### src/rtl/cla_adder_pipe.sv
// Pipelined carry-lookahead adder/subtractor built from 4-bit lookahead groups,
// one or more groups per stage, valid/ready handshake. Optional saturation: CLA_ADDER_SAT_EN.
module cla_adder_pipe #(
    parameter int WIDTH            = 16,
    parameter int GROUPS_PER_STAGE = 1
) (
    input  logic             clk,
    input  logic             reset_n,
    input  logic             in_valid,
    output logic             in_ready,
    input  logic [WIDTH-1:0] a,
    input  logic [WIDTH-1:0] b,
    input  logic             cin,
    input  logic             sub,
    output logic             out_valid,
    input  logic             out_ready,
    output logic [WIDTH-1:0] sum,
    output logic             cout,
    output logic             ovf
);
    localparam int GPS = GROUPS_PER_STAGE;
    localparam int SW  = 4 * GPS;
    localparam int L   = WIDTH / SW;

    // Returns {c4, c3, s[3:0]}; all carries derived in parallel from g/p and c0.
    function automatic logic [5:0] cla4(input logic [3:0] x, input logic [3:0] y, input logic c0);
        logic [3:0] g;
        logic [3:0] p;
        logic       c1, c2, c3, c4;
        g  = x & y;
        p  = x ^ y;
        c1 = g[0] | (p[0] & c0);
        c2 = g[1] | (p[1] & g[0]) | (p[1] & p[0] & c0);
        c3 = g[2] | (p[2] & g[1]) | (p[2] & p[1] & g[0]) | (p[2] & p[1] & p[0] & c0);
        c4 = g[3] | (p[3] & g[2]) | (p[3] & p[2] & g[1]) | (p[3] & p[2] & p[1] & g[0])
           | (p[3] & p[2] & p[1] & p[0] & c0);
        return {c4, c3, p ^ {c3, c2, c1, c0}};
    endfunction

    logic advance;
    assign advance  = !out_valid || out_ready;
    assign in_ready = advance;

    for (genvar gi = 0; gi < L; gi++) begin : g_stg
        logic [WIDTH-1:0] a_st, b_st, s_st;
        logic             c_st, v_st;
        logic [WIDTH-1:0] s_d, fin_d;
        logic             c_d, cm_d, ovf_d;
        logic [5:0]       grp;
        logic             v_q, c_q, ovf_q;
        logic [WIDTH-1:0] a_q, b_q, s_q;

        // Stage 0 works on the effective operands; later stages on forwarded ones.
        if (gi == 0) begin : g_src
            assign a_st = a;
            assign b_st = b ^ {WIDTH{sub}};
            assign c_st = sub | cin;
            assign s_st = '0;
            assign v_st = in_valid;
        end else begin : g_src
            assign a_st = g_stg[gi-1].a_q;
            assign b_st = g_stg[gi-1].b_q;
            assign c_st = g_stg[gi-1].c_q;
            assign s_st = g_stg[gi-1].s_q;
            assign v_st = g_stg[gi-1].v_q;
        end

        always_comb begin
            s_d  = s_st;
            c_d  = c_st;
            cm_d = 1'b0;
            grp  = '0;
            for (int g = 0; g < GPS; g++) begin
                grp = cla4(a_st[gi*SW + 4*g +: 4], b_st[gi*SW + 4*g +: 4], c_d);
                s_d[gi*SW + 4*g +: 4] = grp[3:0];
                cm_d = grp[4];
                c_d  = grp[5];
            end
        end

        if (gi == L - 1) begin : g_fin
            always_comb begin
                ovf_d = cm_d ^ c_d;
                fin_d = s_d;
`ifdef CLA_ADDER_SAT_EN
                // On overflow both effective operands share a sign; clamp toward it.
                if (ovf_d)
                    fin_d = a_st[WIDTH-1] ? {1'b1, {(WIDTH-1){1'b0}}} : {1'b0, {(WIDTH-1){1'b1}}};
`endif
            end
        end else begin : g_mid
            assign ovf_d = 1'b0;
            assign fin_d = s_d;
        end

        always_ff @(posedge clk or negedge reset_n) begin
            if (!reset_n) begin
                v_q   <= 1'b0;
                a_q   <= '0;
                b_q   <= '0;
                s_q   <= '0;
                c_q   <= 1'b0;
                ovf_q <= 1'b0;
            end else if (advance) begin
                v_q   <= v_st;
                a_q   <= a_st;
                b_q   <= b_st;
                s_q   <= fin_d;
                c_q   <= c_d;
                ovf_q <= ovf_d;
            end
        end
    end

    assign out_valid = g_stg[L-1].v_q;
    assign sum       = g_stg[L-1].s_q;
    assign cout      = g_stg[L-1].c_q;
    assign ovf       = g_stg[L-1].ovf_q;

endmodule
### config.mk
export PLATFORM = sky130hd
export DESIGN_NAME = cla_adder_pipe
export DESIGN_NICKNAME = d
export VERILOG_FILES = /design/src/rtl/cla_adder_pipe.sv
export SDC_FILE = /design/constraint.sdc
export NUM_CORES = 1
export LEC_CHECK = 0
export ABC_AREA = 1
export CAP_MARGIN = 10
export CORE_MARGIN = 2
export CORE_UTILIZATION = 25
export CTS_CLUSTER_DIAMETER = 150
export DETAILED_ROUTE_END_ITERATION = 6
export SLEW_MARGIN = 20
export SYNTH_ARGS = -nofsm -noshare
export SYNTH_HDL_FRONTEND = slang
export SYNTH_SLANG_ARGS = --single-unit
### constraint.sdc
create_clock -name clk -period 1.3 [get_ports clk]
set_input_delay 0.26 -clock clk [delete_from_list [all_inputs] [get_ports clk]]
set_output_delay 0.26 -clock clk [all_outputs]
set_load 0.02 [all_outputs]
* After elaboration in Yosys (flattened, before gate mapping) *
Cells that the tools add are included.

word-level totals
  flip-flop bits (word level) = 145
  bits in latches = 0
  bits in writable memories = 0
  bits in read-only memories = 0
  input bits = 38
  output and inout port bits = 20
  word-level logic and storage cells = 140
  memories kept = 0

operators by class
  add/subtract/negate cells = 0
  multipliers = 0
  divide/modulo/power cells = 0
  order comparisons = 0
  eq/ne operators = 0
  shifts and indexed selects = 0
  mux-type cells = 0
  bitwise gates (word level) = 119
  reductions and logical operators = 2

operators with widths
  cell                count
  1-bit AND           64
  1-bit OR            41
  4-bit bitwise XOR   8
  4-bit AND           4
  16-bit bitwise XOR  1
  1-bit zero test     1
  1-bit logical OR    1
  1-bit bitwise XOR   1

* Depth between registers and ports, before layout *
Gate-level depths: netlist (run 1).

  word-level depth = 7
  depth in mapped cells = 12
  gate-level depth less buffers = 10

* Worst setup path after synthesis (run 1) *
OpenSTA, ideal clock, no wires.

  path type = input to register
  start point = in sub
  end point = reg g_stg[0].s_q[3]
  library setup time = 0.117 ns
  arrival time = 1.534 ns
  data required time = 1.183 ns
  slack = -0.352 ns
  stages = 12
  buffers on the path = 2
  cells stage by stage = buf_6 > buf_8 > xnor2_1 > inv_1 > ha_1 > inv_1 > nor2_1 > nand2_1 > nand3_1 > nand2_1 > nand3_1 > nand2_1

on the way
  cells in the longest elaborated chain, start to end = 7
  elaborated cells on any way between the ends = 13
  those cells by class = bitwise (13)

RTL lines
  what                                                        line    source
  from (decl)                                                 14      input logic sub,
  16-bit bitwise XOR                                          56      assign b_st = b ^ {WIDTH{sub}};
  4-bit bitwise XOR / 4-bit AND (equally long branches)       31, 30
  1-bit AND                                                   34      c3 = g[2] | (p[2] & g[1]) | (p[2] & p[1] & g[0]) | (p[2] & p[1] & p[0] & c0);
  1-bit OR / 1-bit AND (equally long branches) (2 in series)  34
  1-bit OR                                                    34
  4-bit bitwise XOR *                                         37      return {c4, c3, p ^ {c3, c2, c1, c0}};
  to (signal assigned)                                        108     s_q <= fin_d;
  to (decl)                                                   51      logic [WIDTH-1:0] a_q, b_q, s_q;

Mark *: on every way between the ends. The rest lies on a longest branch, timed or not.
A chain may end at the register's enable or synchronous reset.

* Worst setup path in the final report (run 1) *
  start point = reg g_stg[2].a_q[13]
  end point = reg g_stg[3].ovf_q, in the netlist ovf

on the way
  cells in the longest elaborated chain, start to end = 6
  elaborated cells on any way between the ends = 19
  those cells by class = bitwise (19)

RTL lines
  what                                                   line        source
  from (decl)                                            51
  from (signal assigned)                                 106         a_q <= a_st;
  4-bit AND / 4-bit bitwise XOR (equally long branches)  30, 31
  1-bit AND (on tied branches)                           34, 35, 36
  1-bit OR (tied with other cells) (2 in series)         34
  1-bit OR (on tied branches)                            34, 36
  1-bit bitwise XOR *                                    83          ovf_d = cm_d ^ c_d;
  to (signal assigned)                                   110         ovf_q <= ovf_d;
  to (decl)                                              50          logic v_q, c_q, ovf_q;

Marks and branches as above.

==> results.json, run 1 <==
{
  "slew_viol_final": 0,
  "grt_overflow": 0,
  "area_growth_pct": 39.7,
  "finalCritPeriodShare_pct": 105,
  "synth_edf_count": 0,
  "r2r-start": "g_stg[2].a_q[13]",
  "wirelength_um": 10200,
  "clkPwrFrac_pct": 19.4,
  "synth_commonest_cells": "198 x nand2_1, 97 x dfrtp_1, 57 x o21ai_0",
  "syn-num-nets": 573,
  "synth-seq-cells": 97,
  "regToRegSetupSlack_ns": -0.07,
  "coreArea_mm2": 0.0179,
  "die_h_um": 139,
  "rsz0062_at_grt": "yes",
  "cts.sinks": 97,
  "worstPathArrival_ns": 1.60,
  "syn_area_per_cell_um2": 8.84,
  "drc": 0,
  "hold_viol_final": 0,
  "r2r-end": "ovf",
  "tritoncts": "done",
  "synth_area_leaders": "dfrtp_1 54%, nand2_1 16%, o21ai_0 6.3%",
  "design_area_mm2": 0.00634,
  "tightest_slew_ns": 0.395,
  "ys_async_sr_fraction_pct": 100,
  "status": "complete, but fails checks",
  "drt_iter0_markers": 229,
  "clk_pin_slew_ns": 0.06,
  "die-area_mm2": 0.0192,
  "crit_fanout": 4,
  "antenna_found_initial": 0,
  "dr.pass1.iters": 4,
  "power_frac_seq_pct": 34.8,
  "failed_checks": "negative setup slack",
  "regArea_mm2": 0.00243,
  "postPlaceCellArea_mm2": 0.00564,
  "switching_share_pct": 37.1,
  "htreeDepth": 3,
  "p_leak_uw": 0.00300,
  "multiInputGateArea_mm2": 0.00216,
  "fmax_mhz": 731,
  "worst-setup-path-type": "reg2reg",
  "pre_cts_ws_ns": -0.629,
  "wl_per_cell_um": 12.2,
  "p_per_area_mw_per_mm2": 2360,
  "netlist_instances": 513,
  "vdd_drop_max_mv": 0.861,
  "setup-violations-final": 7,
  "critPathRequiredTime_ns": 1.53,
  "ys_seq_area_share_pct": 53.5,
  "fin_util_pct": 35.4,
  "dp_hpwl_um": 6660,
  "critPathCaptureType": "flop",
  "ant_nets": 0,
  "synthFlopType": "dfrtp_1",
  "maxCapViolCount": 0,
  "cts_max_path_buffers": 2,
  "gp_congestion": 0.780,
  "fin_crit_ns": 1.37,
  "num_io_pins": 58,
  "track_usage_pct": 10.6,
  "rows": 49,
  "skew_ns": 0.00562,
  "r2r.worst_path.cells": 6,
  "synthMostInstantiatedCell": "nand2_1",
  "antenna_cells": 0,
  "yosys_warnings": 0,
  "grt_max_degree": 59,
  "drive_gt1_share_pct": 23.4,
  "cts_buffers": 9,
  "drt-vias-per-instance": 4.19,
  "setup.worst_path.start_class": "flop",
  "layout.nets": 666,
  "synth_cell_types": 23,
  "fp.dieW_um": 139,
  "vias": 3518,
  "grt_pass1_wl_um": 16900,
  "numPortBuffers": 57,
  "yosys.area.top_type": "dfrtp_1",
  "intPower_uw": 9410,
  "final.setup.worst_slack_ns": -0.0687,
  "p_switching_uw": 5560,
  "synth_area_mm2": 0.00454,
  "synth_top_area_share_pct": 53.5,
  "relSlewSlack_pct": 73.6,
  "hp-class": "in2async",
  "grt_pass1_vias": 3556,
  "worstSkewPairLatency_ns": 0.34,
  "initial_core_util_pct": 25.3,
  "p_comb_share_pct": 45.7,
  "n_fill_cell": 1831,
  "clockRootBuffer": "clkbuf_16"
}
[area by class of cell]
type / count / area share, %
inverter: 39 / 2.31
tap: 229 / 4.52
multi-input combinational: 354 / 34.0
sequential: 97 / 38.3
clock buffer: 11 / 3.99
timing repair buffer: 105 / 15.6
clock inverter: 5 / 1.22
[cell families (layout without fill, tap and decap cells)]
group                    after synthesis  count (layout)  share of synthesized area, %
XOR/XNOR                              20              20                          3.86
flip-flops                            97              97                          53.5
AND/OR/NAND/NOR                      242             242                          21.6
adder cells (fa/ha/maj)               22              22                          6.73
AO/OA/AOI/OAI                         70              70                          7.78
buffers and inverters                 62             160                          6.51
[cells in the final DEF, fill, tap and decap left out, types with 3 or more instances in the layout]
| cell | synthesis | layout |
|---|---|---|
| nor2_4 | 2 | 3 |
| nand3_2 | 0 | 6 |
| nor2_1 | 11 | 7 |
| a21oi_1 | 11 | 6 |
| xor2_1 | 5 | 3 |
| fa_2 | 0 | 4 |
| o21ai_1 | 0 | 7 |
| nand3b_1 | 3 | 3 |
| inv_1 | 38 | 32 |
| dlygate4sd2_1 | 0 | 3 |
| a21oi_2 | 0 | 5 |
| inv_2 | 1 | 7 |
| xnor2_1 | 15 | 13 |
| nand4_1 | 4 | 4 |
| buf_12 | 0 | 4 |
| ha_1 | 18 | 5 |
| clkdlybuf4s15_2 | 0 | 5 |
| o21ai_0 | 57 | 50 |
| ha_4 | 0 | 13 |
| nand3_1 | 22 | 14 |
| buf_4 | 1 | 37 |
| clkbuf_2 | 0 | 12 |
| dfrtp_1 | 97 | 95 |
| nand2_2 | 0 | 9 |
| clkdlybuf4s50_1 | 0 | 30 |
| nor2_2 | 0 | 3 |
| clkbuf_16 | 0 | 10 |
| buf_6 | 4 | 4 |
| nand2_1 | 198 | 189 |
[per-stage QoR]
step	cells	hold WS (ns)	setup TNS, ns	power [µW]
global route	840	0.396	-1.61	16200
floorplan	513	-0.0356	-0.583	8720
global placement	811	0.197	-24.68	10900
CTS	832	0.370	-0.189	14400
detailed placement	811	0.192	-25.27	11000
finish	840	0.369	-0.165	15000
[flip-flops by register name, indices dropped and copies added, names as in the netlist]
register / cells
g_stg.a_q: 24
g_stg.b_q: 24
g_stg.s_q: 24
sum: 16
g_stg.c_q: 3
g_stg.v_q: 3
cout: 1
out_valid: 1
ovf: 1
[critical path, cell delays in order (launching register included)]
cell	delay (ns)
dfrtp_1	0.41
ha_4	0.28
or2_4	0.25
nand3_4	0.08
nand3_1	0.09
nand3_1	0.09
nand2_1	0.06
[worst max path at each step]
stage | depth (start not counted) | slack, ns | from | to
after floorplan | 11 | -0.20 | sub | g_stg[0].s_q[3]
after global placement | 12 | -0.60 | sub | g_stg[0].s_q[3]
after detailed placement | 9 | -0.63 | sub | g_stg[0].s_q[2]
after CTS | 8 | -0.07 | g_stg[2].b_q[14] | ovf
after global routing | 7 | -0.12 | g_stg[2].a_q[13] | ovf
final | 6 | -0.07 | g_stg[2].a_q[13] | ovf
[repair_timing]
action / in CTS / in global routing
hold buffers: 1 / 0
hold endpoints to repair: 21 / 0
endpoints found under the setup margin: 63 / 49
gates resized for setup: 76 / 57
pin swaps: 20 / 33
cloned: 0 / 1
buffers inserted: 4 / 7
[power by group through the flow]
stage	combinational, µW	clock (µW)	sequential, µW
2_1_floorplan	3380	0	5340
3_3_place_gp	5740	0	5120
3_5_place_dp	5850	0	5160
4_1_cts	6190	2990	5200
5_1_grt	7730	3120	5390
6_report	6850	2910	5220
[layer usage]
| metal | up-vias | wire [µm] | track usage [%] |
|---|---|---|---|
| met5 | - | 0 | 0 |
| met4 | 0 | 183 | 3.99 |
| met3 | 12 | 258 | 1.69 |
| met2 | 64 | 4720 | 17.2 |
| met1 | 1634 | 5050 | 14.3 |
| li1 | 1808 | - | - |
Power figures use the tool's default switching activity.
==> run 2, diff against run 1 <==
CTS_CLUSTER_DIAMETER = unset   (was 150)
==> results of run 2 <==
Same layout as run 1: the final DEF is identical, and so are final timing and power.
